## config.mk

```make
export PLATFORM = sky130hd
export DESIGN_NAME = change_dispenser_flat
export DESIGN_NICKNAME = d
export VERILOG_FILES = /design/src/rtl/vend_pkg.sv /design/src/rtl/change_dispenser_if.sv /design/src/rtl/dispense_timer.sv /design/src/rtl/change_dispenser.sv /design/src/flat_wrapper.sv
export SDC_FILE = /design/constraint.sdc
export NUM_CORES = 1
export LEC_CHECK = 0
export ABC_AREA = 1
export CORE_MARGIN = 8
export CORE_UTILIZATION = 50
export CTS_CLUSTER_DIAMETER = 100
export CTS_CLUSTER_SIZE = 25
export DETAILED_ROUTE_END_ITERATION = 6
export GPL_TIMING_DRIVEN = 0
export MAX_ROUTING_LAYER = met4
export PLACE_DENSITY = 0.73
export REMOVE_ABC_BUFFERS = 1
export SKIP_LAST_GASP = 1
export SLEW_MARGIN = 20
export SYNTH_ARGS = -nofsm -noshare
export SYNTH_HDL_FRONTEND = slang
export SYNTH_SLANG_ARGS = --single-unit
export TNS_END_PERCENT = 100
```

## constraint.sdc

```tcl
create_clock -name clock -period 4.85 [get_ports clock]
set_clock_uncertainty 0.2 [all_clocks]
set_input_delay 0.7275 -clock clock [delete_from_list [all_inputs] [get_ports clock]]
set_output_delay 0.7275 -clock clock [all_outputs]
set_load 0.005 [all_outputs]
```

## src/rtl/vend_pkg.sv

```systemverilog
// Shared constants, FSM encodings and tube codes for the change dispenser.
// Latency: n/a (package only).
// Backpressure: n/a (package only).
package vend_pkg;

    localparam logic [4:0] COIN_NICKEL  = 5'd5;
    localparam logic [4:0] COIN_DIME    = 5'd10;
    localparam logic [4:0] COIN_QUARTER = 5'd25;

    localparam logic [1:0] POS_REST = 2'b00;
    localparam logic [1:0] POS_PUSH = 2'b01;

    typedef enum logic [2:0] {
        S_IDLE    = 3'd0,
        S_SELECT  = 3'd1,
        S_PUSH    = 3'd2,
        S_RETRACT = 3'd3,
        S_DONE    = 3'd4
    } state_e;

    // Tube codes double as the restock_sel encoding.
    typedef enum logic [1:0] {
        TUBE_Q    = 2'd0,
        TUBE_D    = 2'd1,
        TUBE_N    = 2'd2,
        TUBE_NONE = 2'd3
    } tube_e;

    function automatic logic [4:0] tube_value(input tube_e t);
        case (t)
            TUBE_Q:  tube_value = COIN_QUARTER;
            TUBE_D:  tube_value = COIN_DIME;
            TUBE_N:  tube_value = COIN_NICKEL;
            default: tube_value = 5'd0;
        endcase
    endfunction

endpackage

```

## src/rtl/change_dispenser_if.sv

```systemverilog
// Change request channel: amount in cents with valid/ready handshake.
// Latency: n/a (wires only).
// Backpressure: ready is driven by the dispenser, high only while it is idle.
interface change_dispenser_if #(
    parameter int AMT_W = 16
);
    logic             req_valid;
    logic             req_ready;
    logic [AMT_W-1:0] req_amount;

    modport master (output req_valid, output req_amount, input req_ready);
    modport slave  (input req_valid, input req_amount, output req_ready);
endinterface

```

## src/rtl/dispense_timer.sv

```systemverilog
// Loadable down-counter timing servo push and retract phases.
// Latency: load takes effect next cycle; expired is combinational on count==0.
// Backpressure: none; load always wins over counting.
module dispense_timer #(
    parameter int W = 8
) (
    input  logic         clock,
    input  logic         reset,
    input  logic         load,
    input  logic [W-1:0] value,
    output logic         expired
);

    logic [W-1:0] count;

    // Load on request, otherwise count down and park at zero.
    always_ff @(posedge clock or negedge reset) begin
        if (!reset) begin
            count <= '0;
        end else if (load) begin
            count <= value;
        end else if (count != '0) begin
            count <= count - 1'b1;
        end
    end

    assign expired = (count == '0);

endmodule

```

## src/rtl/change_dispenser.sv

```systemverilog
// Greedy quarter/dime/nickel payout of a requested change amount, one coin_pulse per coin.
// Latency: accept -> done strobe in 2 + N*(1+HOLD_CYCLES+GAP_CYCLES) cycles for N coins.
// Backpressure: req_ready high only in IDLE; optional tube inventory under CHANGE_INVENTORY_EN.
module change_dispenser
    import vend_pkg::*;
#(
    parameter int AMT_W       = 16,
    parameter int HOLD_CYCLES = 50_000_000,
    parameter int GAP_CYCLES  = 25_000_000
`ifdef CHANGE_INVENTORY_EN
    ,
    parameter int INV_W       = 8,
    parameter int INIT_STOCK  = 20
`endif
) (
    input  logic             clock,
    input  logic             reset,
    change_dispenser_if.slave req,
    input  logic             abort,
    output logic [1:0]       motor_pos_q,
    output logic [1:0]       motor_pos_d,
    output logic [1:0]       motor_pos_n,
    output logic             coin_pulse,
    output logic [4:0]       coin_value,
    output logic             busy,
    output logic             done,
    output logic [AMT_W-1:0] dispensed,
    output logic             residue,
    output logic             shortfall
`ifdef CHANGE_INVENTORY_EN
    ,
    input  logic             restock_valid,
    input  logic [1:0]       restock_sel,
    input  logic [INV_W-1:0] restock_count,
    output logic [INV_W-1:0] stock_q,
    output logic [INV_W-1:0] stock_d,
    output logic [INV_W-1:0] stock_n
`endif
);

    // HOLD_CYCLES and GAP_CYCLES are assumed to be at least 1.
    localparam int MAXC = (HOLD_CYCLES > GAP_CYCLES) ? HOLD_CYCLES : GAP_CYCLES;
    localparam int TW   = $clog2(MAXC + 1);
    localparam logic [TW-1:0]    HOLD_LD  = TW'(HOLD_CYCLES - 1);
    localparam logic [TW-1:0]    GAP_LD   = TW'(GAP_CYCLES - 1);
    localparam logic [AMT_W-1:0] AMT_Q    = AMT_W'(COIN_QUARTER);
    localparam logic [AMT_W-1:0] AMT_D    = AMT_W'(COIN_DIME);
    localparam logic [AMT_W-1:0] AMT_N    = AMT_W'(COIN_NICKEL);

    state_e           state;
    state_e           state_nx;
    tube_e            coin;
    tube_e            pick;
    logic [AMT_W-1:0] remaining;
    logic [AMT_W-1:0] req_mod5;
    logic             abort_seen;
    logic             first_push;
    logic             accept;
    logic             commit;
    logic             tmr_load;
    logic [TW-1:0]    tmr_value;
    logic             tmr_expired;
    logic             has_q;
    logic             has_d;
    logic             has_n;

    assign accept   = req.req_valid && (state == S_IDLE);
    assign req_mod5 = req.req_amount % AMT_N;
    // A coin is committed on the SELECT -> PUSH transition.
    assign commit   = (state == S_SELECT) && (state_nx == S_PUSH);

`ifdef CHANGE_INVENTORY_EN
    logic [INV_W-1:0] stock [3];
    logic [INV_W:0]   stock_sum [3];
    logic             shortfall_r;

    assign has_q = (remaining >= AMT_Q) && (stock[0] != '0);
    assign has_d = (remaining >= AMT_D) && (stock[1] != '0);
    assign has_n = (remaining >= AMT_N) && (stock[2] != '0);

    // Net per-tube change: restock and dispense in the same cycle both apply.
    always_comb begin
        for (int i = 0; i < 3; i++) begin
            stock_sum[i] = {1'b0, stock[i]}
                + ((restock_valid && (restock_sel == 2'(i))) ? {1'b0, restock_count} : '0)
                - ((commit && (2'(pick) == 2'(i))) ? {{INV_W{1'b0}}, 1'b1} : '0);
        end
    end

    // Tube stock registers, saturating at all-ones; never underflow since empty tubes are skipped.
    always_ff @(posedge clock or negedge reset) begin
        if (!reset) begin
            for (int i = 0; i < 3; i++) begin
                stock[i] <= INV_W'(INIT_STOCK);
            end
        end else begin
            for (int i = 0; i < 3; i++) begin
                stock[i] <= stock_sum[i][INV_W] ? '1 : stock_sum[i][INV_W-1:0];
            end
        end
    end

    // Shortfall is sticky from a dry SELECT until the next accepted request.
    always_ff @(posedge clock or negedge reset) begin
        if (!reset) begin
            shortfall_r <= 1'b0;
        end else if (accept) begin
            shortfall_r <= 1'b0;
        end else if ((state == S_SELECT) && (pick == TUBE_NONE) && (remaining != '0)) begin
            shortfall_r <= 1'b1;
        end
    end

    assign shortfall = shortfall_r;
    assign stock_q   = stock[0];
    assign stock_d   = stock[1];
    assign stock_n   = stock[2];
`else
    // Tubes never run dry, so a multiple-of-5 remainder is always payable.
    assign has_q     = (remaining >= AMT_Q);
    assign has_d     = (remaining >= AMT_D);
    assign has_n     = (remaining >= AMT_N);
    assign shortfall = 1'b0;
`endif

    assign pick = has_q ? TUBE_Q : (has_d ? TUBE_D : (has_n ? TUBE_N : TUBE_NONE));

    dispense_timer #(.W(TW)) u_timer (
        .clock   (clock),
        .reset   (reset),
        .load    (tmr_load),
        .value   (tmr_value),
        .expired (tmr_expired)
    );

    // State register.
    always_ff @(posedge clock or negedge reset) begin
        if (!reset) begin
            state <= S_IDLE;
        end else begin
            state <= state_nx;
        end
    end

    // Next-state and timer load decisions.
    always_comb begin
        state_nx  = state;
        tmr_load  = 1'b0;
        tmr_value = HOLD_LD;
        case (state)
            S_IDLE: begin
                if (accept) state_nx = S_SELECT;
            end
            S_SELECT: begin
                if ((pick == TUBE_NONE) || abort) begin
                    state_nx = S_DONE;
                end else begin
                    state_nx  = S_PUSH;
                    tmr_load  = 1'b1;
                    tmr_value = HOLD_LD;
                end
            end
            S_PUSH: begin
                if (tmr_expired) begin
                    state_nx  = S_RETRACT;
                    tmr_load  = 1'b1;
                    tmr_value = GAP_LD;
                end
            end
            S_RETRACT: begin
                if (tmr_expired) state_nx = (abort_seen || abort) ? S_DONE : S_SELECT;
            end
            S_DONE:  state_nx = S_IDLE;
            default: state_nx = S_IDLE;
        endcase
    end

    // Transaction datapath: amount bookkeeping, chosen coin and abort latch.
    always_ff @(posedge clock or negedge reset) begin
        if (!reset) begin
            remaining  <= '0;
            dispensed  <= '0;
            residue    <= 1'b0;
            coin       <= TUBE_Q;
            abort_seen <= 1'b0;
            first_push <= 1'b0;
        end else begin
            first_push <= 1'b0;
            if (accept) begin
                remaining  <= req.req_amount - req_mod5;
                dispensed  <= '0;
                residue    <= (req_mod5 != '0);
                abort_seen <= 1'b0;
            end else if (commit) begin
                coin       <= pick;
                remaining  <= remaining - AMT_W'(tube_value(pick));
                dispensed  <= dispensed + AMT_W'(tube_value(pick));
                first_push <= 1'b1;
                abort_seen <= 1'b0;
            end else if (((state == S_PUSH) || (state == S_RETRACT)) && abort) begin
                abort_seen <= 1'b1;
            end
        end
    end

    assign req.req_ready = (state == S_IDLE);
    assign busy          = (state != S_IDLE);
    assign done          = (state == S_DONE);
    assign coin_pulse    = (state == S_PUSH) && first_push;
    assign coin_value    = coin_pulse ? tube_value(coin) : 5'd0;
    // Decoded from the state register so reset forces every servo to rest immediately.
    assign motor_pos_q   = ((state == S_PUSH) && (coin == TUBE_Q)) ? POS_PUSH : POS_REST;
    assign motor_pos_d   = ((state == S_PUSH) && (coin == TUBE_D)) ? POS_PUSH : POS_REST;
    assign motor_pos_n   = ((state == S_PUSH) && (coin == TUBE_N)) ? POS_PUSH : POS_REST;

endmodule

```

## src/flat_wrapper.sv

```systemverilog
// flat-port wrapper written by rule: the top's interface ports become plain ports
module change_dispenser_flat import vend_pkg::*;
#(
    parameter int AMT_W       = 16,
    parameter int HOLD_CYCLES = 50_000_000,
    parameter int GAP_CYCLES  = 25_000_000

)
  (clock, reset, abort, motor_pos_q, motor_pos_d, motor_pos_n, coin_pulse, coin_value, busy, done, dispensed, residue, shortfall, req_req_valid, req_req_amount, req_req_ready);
  change_dispenser_if #(.AMT_W(AMT_W)) req_i ();
  input  logic clock;
  input  logic reset;
  input  logic abort;
  output logic [1:0] motor_pos_q;
  output logic [1:0] motor_pos_d;
  output logic [1:0] motor_pos_n;
  output logic coin_pulse;
  output logic [4:0] coin_value;
  output logic busy;
  output logic done;
  output logic [AMT_W-1:0] dispensed;
  output logic residue;
  output logic shortfall;
  input wire logic [$bits(req_i.req_valid)-1:0] req_req_valid;
  input wire logic [$bits(req_i.req_amount)-1:0] req_req_amount;
  output wire logic [$bits(req_i.req_ready)-1:0] req_req_ready;
  assign req_i.req_valid = req_req_valid;
  assign req_i.req_amount = req_req_amount;
  assign req_req_ready = req_i.req_ready;
  change_dispenser #(.AMT_W(AMT_W), .HOLD_CYCLES(HOLD_CYCLES), .GAP_CYCLES(GAP_CYCLES)) u_core (.clock(clock), .reset(reset), .req(req_i), .abort(abort), .motor_pos_q(motor_pos_q), .motor_pos_d(motor_pos_d), .motor_pos_n(motor_pos_n), .coin_pulse(coin_pulse), .coin_value(coin_value), .busy(busy), .done(done), .dispensed(dispensed), .residue(residue), .shortfall(shortfall));
endmodule
```

# After elaboration in Yosys (flattened, before gate mapping)

Cells that the tools add are included.
W data, S select, Z words.

Register bits: 66
Bits in latches: 0
Memory bits (writable): 0
ROM bits: 0
Bits of input ports: 20
Output and inout bits: 33
Word-level logic and storage cells: 81
Memories kept: 0

Add/subtract/negate cells: 4
$mul: 0
Div/mod/pow operators: 1
Magnitude comparators: 3
Eq/ne operators: 10
Shifts and indexed selects: 0
Multiplexer cells: 33
Bitwise operators: 1
Reduce and logical (&&, ||, !) cells: 21

Operators with widths:

| cell                    | number |
|---|---|
| $mux W26                | 4 |
| $mux W16                | 4 |
| $pmux W5 S3             | 2 |
| $logic_not A26 Y1       | 1 |
| $reduce_bool A26 Y1     | 1 |
| $sub A26 B1 Y26 const B | 1 |
| $add A16 B5 Y16         | 1 |
| $ge A16 B3 Y1 const B   | 1 |
| $ge A16 B4 Y1 const B   | 1 |
| $ge A16 B5 Y1 const B   | 1 |
| $mod A16 B3 Y16 const B | 1 |
| $reduce_bool A16 Y1     | 1 |
| $sub A16 B16 Y16        | 1 |
| $sub A16 B5 Y16         | 1 |
| $mux W3                 | 5 |
| $mux W5                 | 3 |
| $pmux W3 S4             | 1 |
| $mux W1                 | 11 |
| $eq A3 B2 Y1 const B    | 3 |
| $logic_and A1 B1 Y1     | 7 |
| $eq A2 B2 Y1 const B    | 3 |
| $reduce_bool A3 Y1      | 2 |
| $eq A2 B1 Y1 const B    | 2 |
| $logic_not A2 Y1        | 2 |
| other kinds (9)         | 13 |

# Longest topological paths before layout

Depth after elaboration: 15
Gate-level depth with buffers: 89
Mapped depth without buffers: 88

# By module

A second synthesis with hierarchy kept.

Cells, all modules: 1,102
Area total of the unflattened synthesis: 6,981.7 um2

By module, submodules not included:

| module           | instances | cells an instance | area each (um2) | seq. area each (um2) |
|---|---|---|---|---|
| change_dispenser | 1         | 825               | 5,053.6         | 1,001.0 |
| dispense_timer   | 1         | 277               | 1,928.1         | 650.6 |

# Least setup slack after synthesis

No wires, ideal clock.

Path kind: input-to-reg
Start point: input req_req_amount[15]
End point: register u_core.remaining[11]
Setup time: 0.117 ns
Arrival time: 7.499 ns
Required time: 4.533 ns
Slack: -2.966 ns
Cell stages on the path: 80
Buffers on the path: 1
Path through: a21oi_2 o21bai_2 nand2_1 nand2_1 nand2_2 inv_2 o21ai_1 nand2_2 nor2_4 nor2_2 nor2_1 nor2_2 nand2_2 nand2_2 nand2_1 nand2_2 inv_2 nand2_2 (+44 left out) or2_2 o21ai_0 inv_1 ha_1 nand2_1 nor2_1 a211oi_1 nor2_1 nand2_1 nand2_1 nand2_1 nand2_2 nand2_1 nand2_1 nand2_1 nand3_1 nand2_1 nand2_1

Word-level cells in the longest chain between the ends: 3

RTL lines:

| item                   | RTL line                | RTL |
|---|---|---|
| start: declaration     | flat_wrapper.sv:25      | `input wire logic [$bits(req_i.req_amount)-1:0] req_req_amount;` |
| $mod A16 B3 Y16        | change_dispenser.sv:68  | `assign req_mod5 = req.req_amount % AMT_N;` |
| $sub A16 B16 Y16       | change_dispenser.sv:190 | `remaining <= req.req_amount - req_mod5;` |
| $mux W16               | change_dispenser.sv:189 | `if (accept) begin` |
| end signal: assignment | change_dispenser.sv:190 |  |
| end signal: assignment | change_dispenser.sv:196 | `remaining <= remaining - AMT_W'(tube_value(pick));` |
| end: declaration       | change_dispenser.sv:54  | `logic [AMT_W-1:0] remaining;` |

Every way passes these cells.
A chain may end at the register's enable or synchronous reset.

# Worst setup path after layout

Start point: input req_req_amount[15]
End point: register u_core.remaining[14]

Same word-level chain as after synthesis.

==> impl_results.md <==
* Slowest CP cell: fa_2
* Hold Buf Count CTS at 0
* Worst-Margin Slew at 0.898 ns
* Leading register cell type out of synthesis: dfrtp_1
* Total gr overflow at 0
* # IOs at 53
* Synth area leader: dfrtp_1
* Mapped Cells at 1033
* Result of the run: finished, violations left
* Largest net degree at the start of global routing at 53
* Vias in the first global route at 6367
* Post-Synth Simple-Gate Area at 42.0%
* Area growth from synthesis to final layout at 32.1%
* Register bit total from synthesis at 66
* Post-DP HPWL at 11.5 mm
* CP peak stage delay at 0.36 ns
* F_max at 0.126 GHz
* Sum Neg Setup Slack at -47.71 ns
* Avg Cell Area, Syn at 6.26 sq um
* DR vias/cell at 5.30
* Relative slew slack at 40.0%
* Placement Rows at 41
* Initial DRC count at 449
* Clk sinks at 66
* Failing checks: setup timing
* Top post-synthesis cells by area: dfrtp_1 26%, nand2_1 14%, inv_1 8.9%
* Post-Synth Adder-Cell Area at 4.99%
* Largest family of logic cells by synthesized area: simple AND/OR/NAND/NOR gates
* Tcrit/Tclk final at 163%
* DIE HEIGHT at 130 um
* Drt wl/cell at 13.0 um
* Worst-skew pair later-pin latency at 0.34 ns
* Fin worst setup slack at -3.07 ns
* Via count at 6975
* Detail Route met2 WL at 8.21 mm
* N_diodes at 0
* TritonCTS clock tree: yes
* Max-cap viol count at 0
* Wire length on met3 at 788 um
* Maximum clock path buffer count at 2
* DRC at 0
* Post-DRT Antenna Nets at 0
* Worst slack, placed at -4.44 ns
* Synth Area in Compound Gates at 12.4%
* H-tree depth at 3
* Most frequent CP cell: nand2_4
* Sequential area share after synthesis at 25.5%
* Final net count at 1183
* Hold WC Path Type: primary input to asynchronous set/reset pin
* Final hold violations at 0
* Final RePlAce weighted congestion at 0.889
* Final non-filler cell total at 1316
* Placed cell count at 1242
* Core footprint at 12600 sq um
* Initial core utilization at 51.3%
* Initial antenna violation count at 0
* Post-synth cell types at 51
* Number of synthesized flops with an enable pin at 0
* RSZ-0062 raised after global routing: yes
* First-pass GRT wire length at 27.7 mm
* Detailed Route WL at 17.1 mm
* Crit path time final at 7.92 ns
* Synth warn at 0
* Worst Path Max Fanout at 6
* Die X at 130 um
* Fin. max-slew vios at 0
* Drt pass-1 iters at 4
* Count leader, synth: nand2_1
* CTS clk-pin slew, worst paths at 0.05 ns
* Async SR Flop Fraction at 100%
* CTS Root Cell: clkbuf_16
* Hold Slack at 0.0490 ns
* Crit end category: register
* XOR/XNOR Fraction of Synth Area at 3.65%
* Setup-failing EPs final at 17
* Crit start category: primary input
* Wl on met1 at 7.85 mm
* Crit Path Category: primary input to register
* Synthesized area at 6470 sq um
* Post-synth top cells: 246 x nand2_1, 153 x inv_1, 113 x nand3_1, 106 x nor2_1, 66 x dfrtp_1
* Cts bufs inserted at 9
* GR Util All Layers at 20.1%
* CP Data Arrival Time at 7.94 ns
* Layout cell share with drive strength beyond 1 at 25.3%
* DR top layer: met4
* Mux contribution to synthesized area at 0%
* Synth top area share at 25.5%
* PortBufs at 48
* Die Area at 16800 sq um
* CP required at 4.87 ns
## metrics by stage
stage	cell area, sq um	utilization, %
finish	8550	67.7
global route	8550	67.7
CTS	7960	63.1
detailed placement	7120	56.4
global placement	7100	56.2
floorplan	6400	-
## path summary, 6_finish.rpt
path	start	endpoint	slack [ns]	depth (start not counted)
setup / recovery	req_req_amount[15]	u_core.remaining[14]	-3.07	85
hold / removal	reset	u_core.u_timer.count[22]	0.05	1
min in group clock	u_core.dispensed[15]	u_core.dispensed[15]	0.27	1
max in group asynchronous	reset	u_core.dispensed[10]	3.89	2
hold reg to reg	u_core.dispensed[15]	u_core.dispensed[15]	0.27	1
setup reg to reg	u_core.u_timer.count[0]	u_core.u_timer.count[20]	0.65	18
## cells in the final DEF, fill, tap and decap left out, types with 3 or more instances in the layout
master and n:
a21oi_2 5, clkbuf_16 9, nand3_4 6, nor2_2 10, o21ai_1 12, xor2_1 19
o221ai_1 3, clkinv_2 5, inv_4 3, dfrtp_1 66, nor4_1 3, inv_2 30
xnor2_1 7, nand4_1 20, nand2_2 55, a21oi_1 34, conb_1 4, nor2_1 99
nor3_1 26, nor2_4 4, o21ai_2 5, nand3_2 34, a31oi_1 5, clkinv_1 3
or2_2 3, clkdlybuf4s50_1 42, o21ai_0 41, inv_1 138, ha_4 5, o211ai_1 6
nand3_1 82, o31ai_1 5, buf_4 51, nand2_4 38, ha_1 16, buf_6 10
nand2_1 202
## final cells by class
type / count / area [sq um]
fillers: 1080 / 4070
repair buffers: 107 / 988
clock inverters: 6 / 57.6
inverters: 175 / 666
flip-flops and latches: 66 / 1650
well taps: 172 / 215
clock buffers: 10 / 229
multi-input cells: 780 / 4740
## cell families after synthesis
| kind of cell | after synthesis |
|---|---|
| buffers and inverters | 190 |
| XOR/XNOR | 27 |
| other | 1 |
| AND/OR/NAND/NOR | 589 |
| AO/OA/AOI/OAI | 136 |
| adder cells (fa/ha/maj) | 24 |
| flip-flops | 66 |
## worst max-delay path, delay by kind of cell
| family | cells | cell delay, ns |
|---|---|---|
| AND/OR/NAND/NOR | 63 | 5.05 |
| buffers and inverters | 16 | 1.01 |
| adder cells (fa/ha/maj) | 3 | 0.68 |
| AO/OA/AOI/OAI | 3 | 0.43 |
## what timing repair did
| action | in CTS | in global routing |
|---|---|---|
| pin swaps | 64 | 77 |
| setup endpoints to repair | 17 | 17 |
| gates resized for setup | 102 | 115 |
| setup buffers | 40 | 28 |
## layer usage
metal / up-vias / track usage [%]
met5: - / -
met4: 0 / 6.35
met3: 26 / 2.86
met2: 165 / 33.5
met1: 3217 / 24.8
li1: 3567 / -
## state kept, by name (all words and copies together) (netlist names)
name	flops
u_core.abort_seen	1
u_core.coin	2
u_core.dispensed	16
u_core.first_push	1
u_core.remaining	16
u_core.residue	1
u_core.state	3
u_core.u_timer.count	26
Power is left out: the tool's default activity adds up to more than one toggle a clock period on the data nets, which glitch-free logic cannot reach.
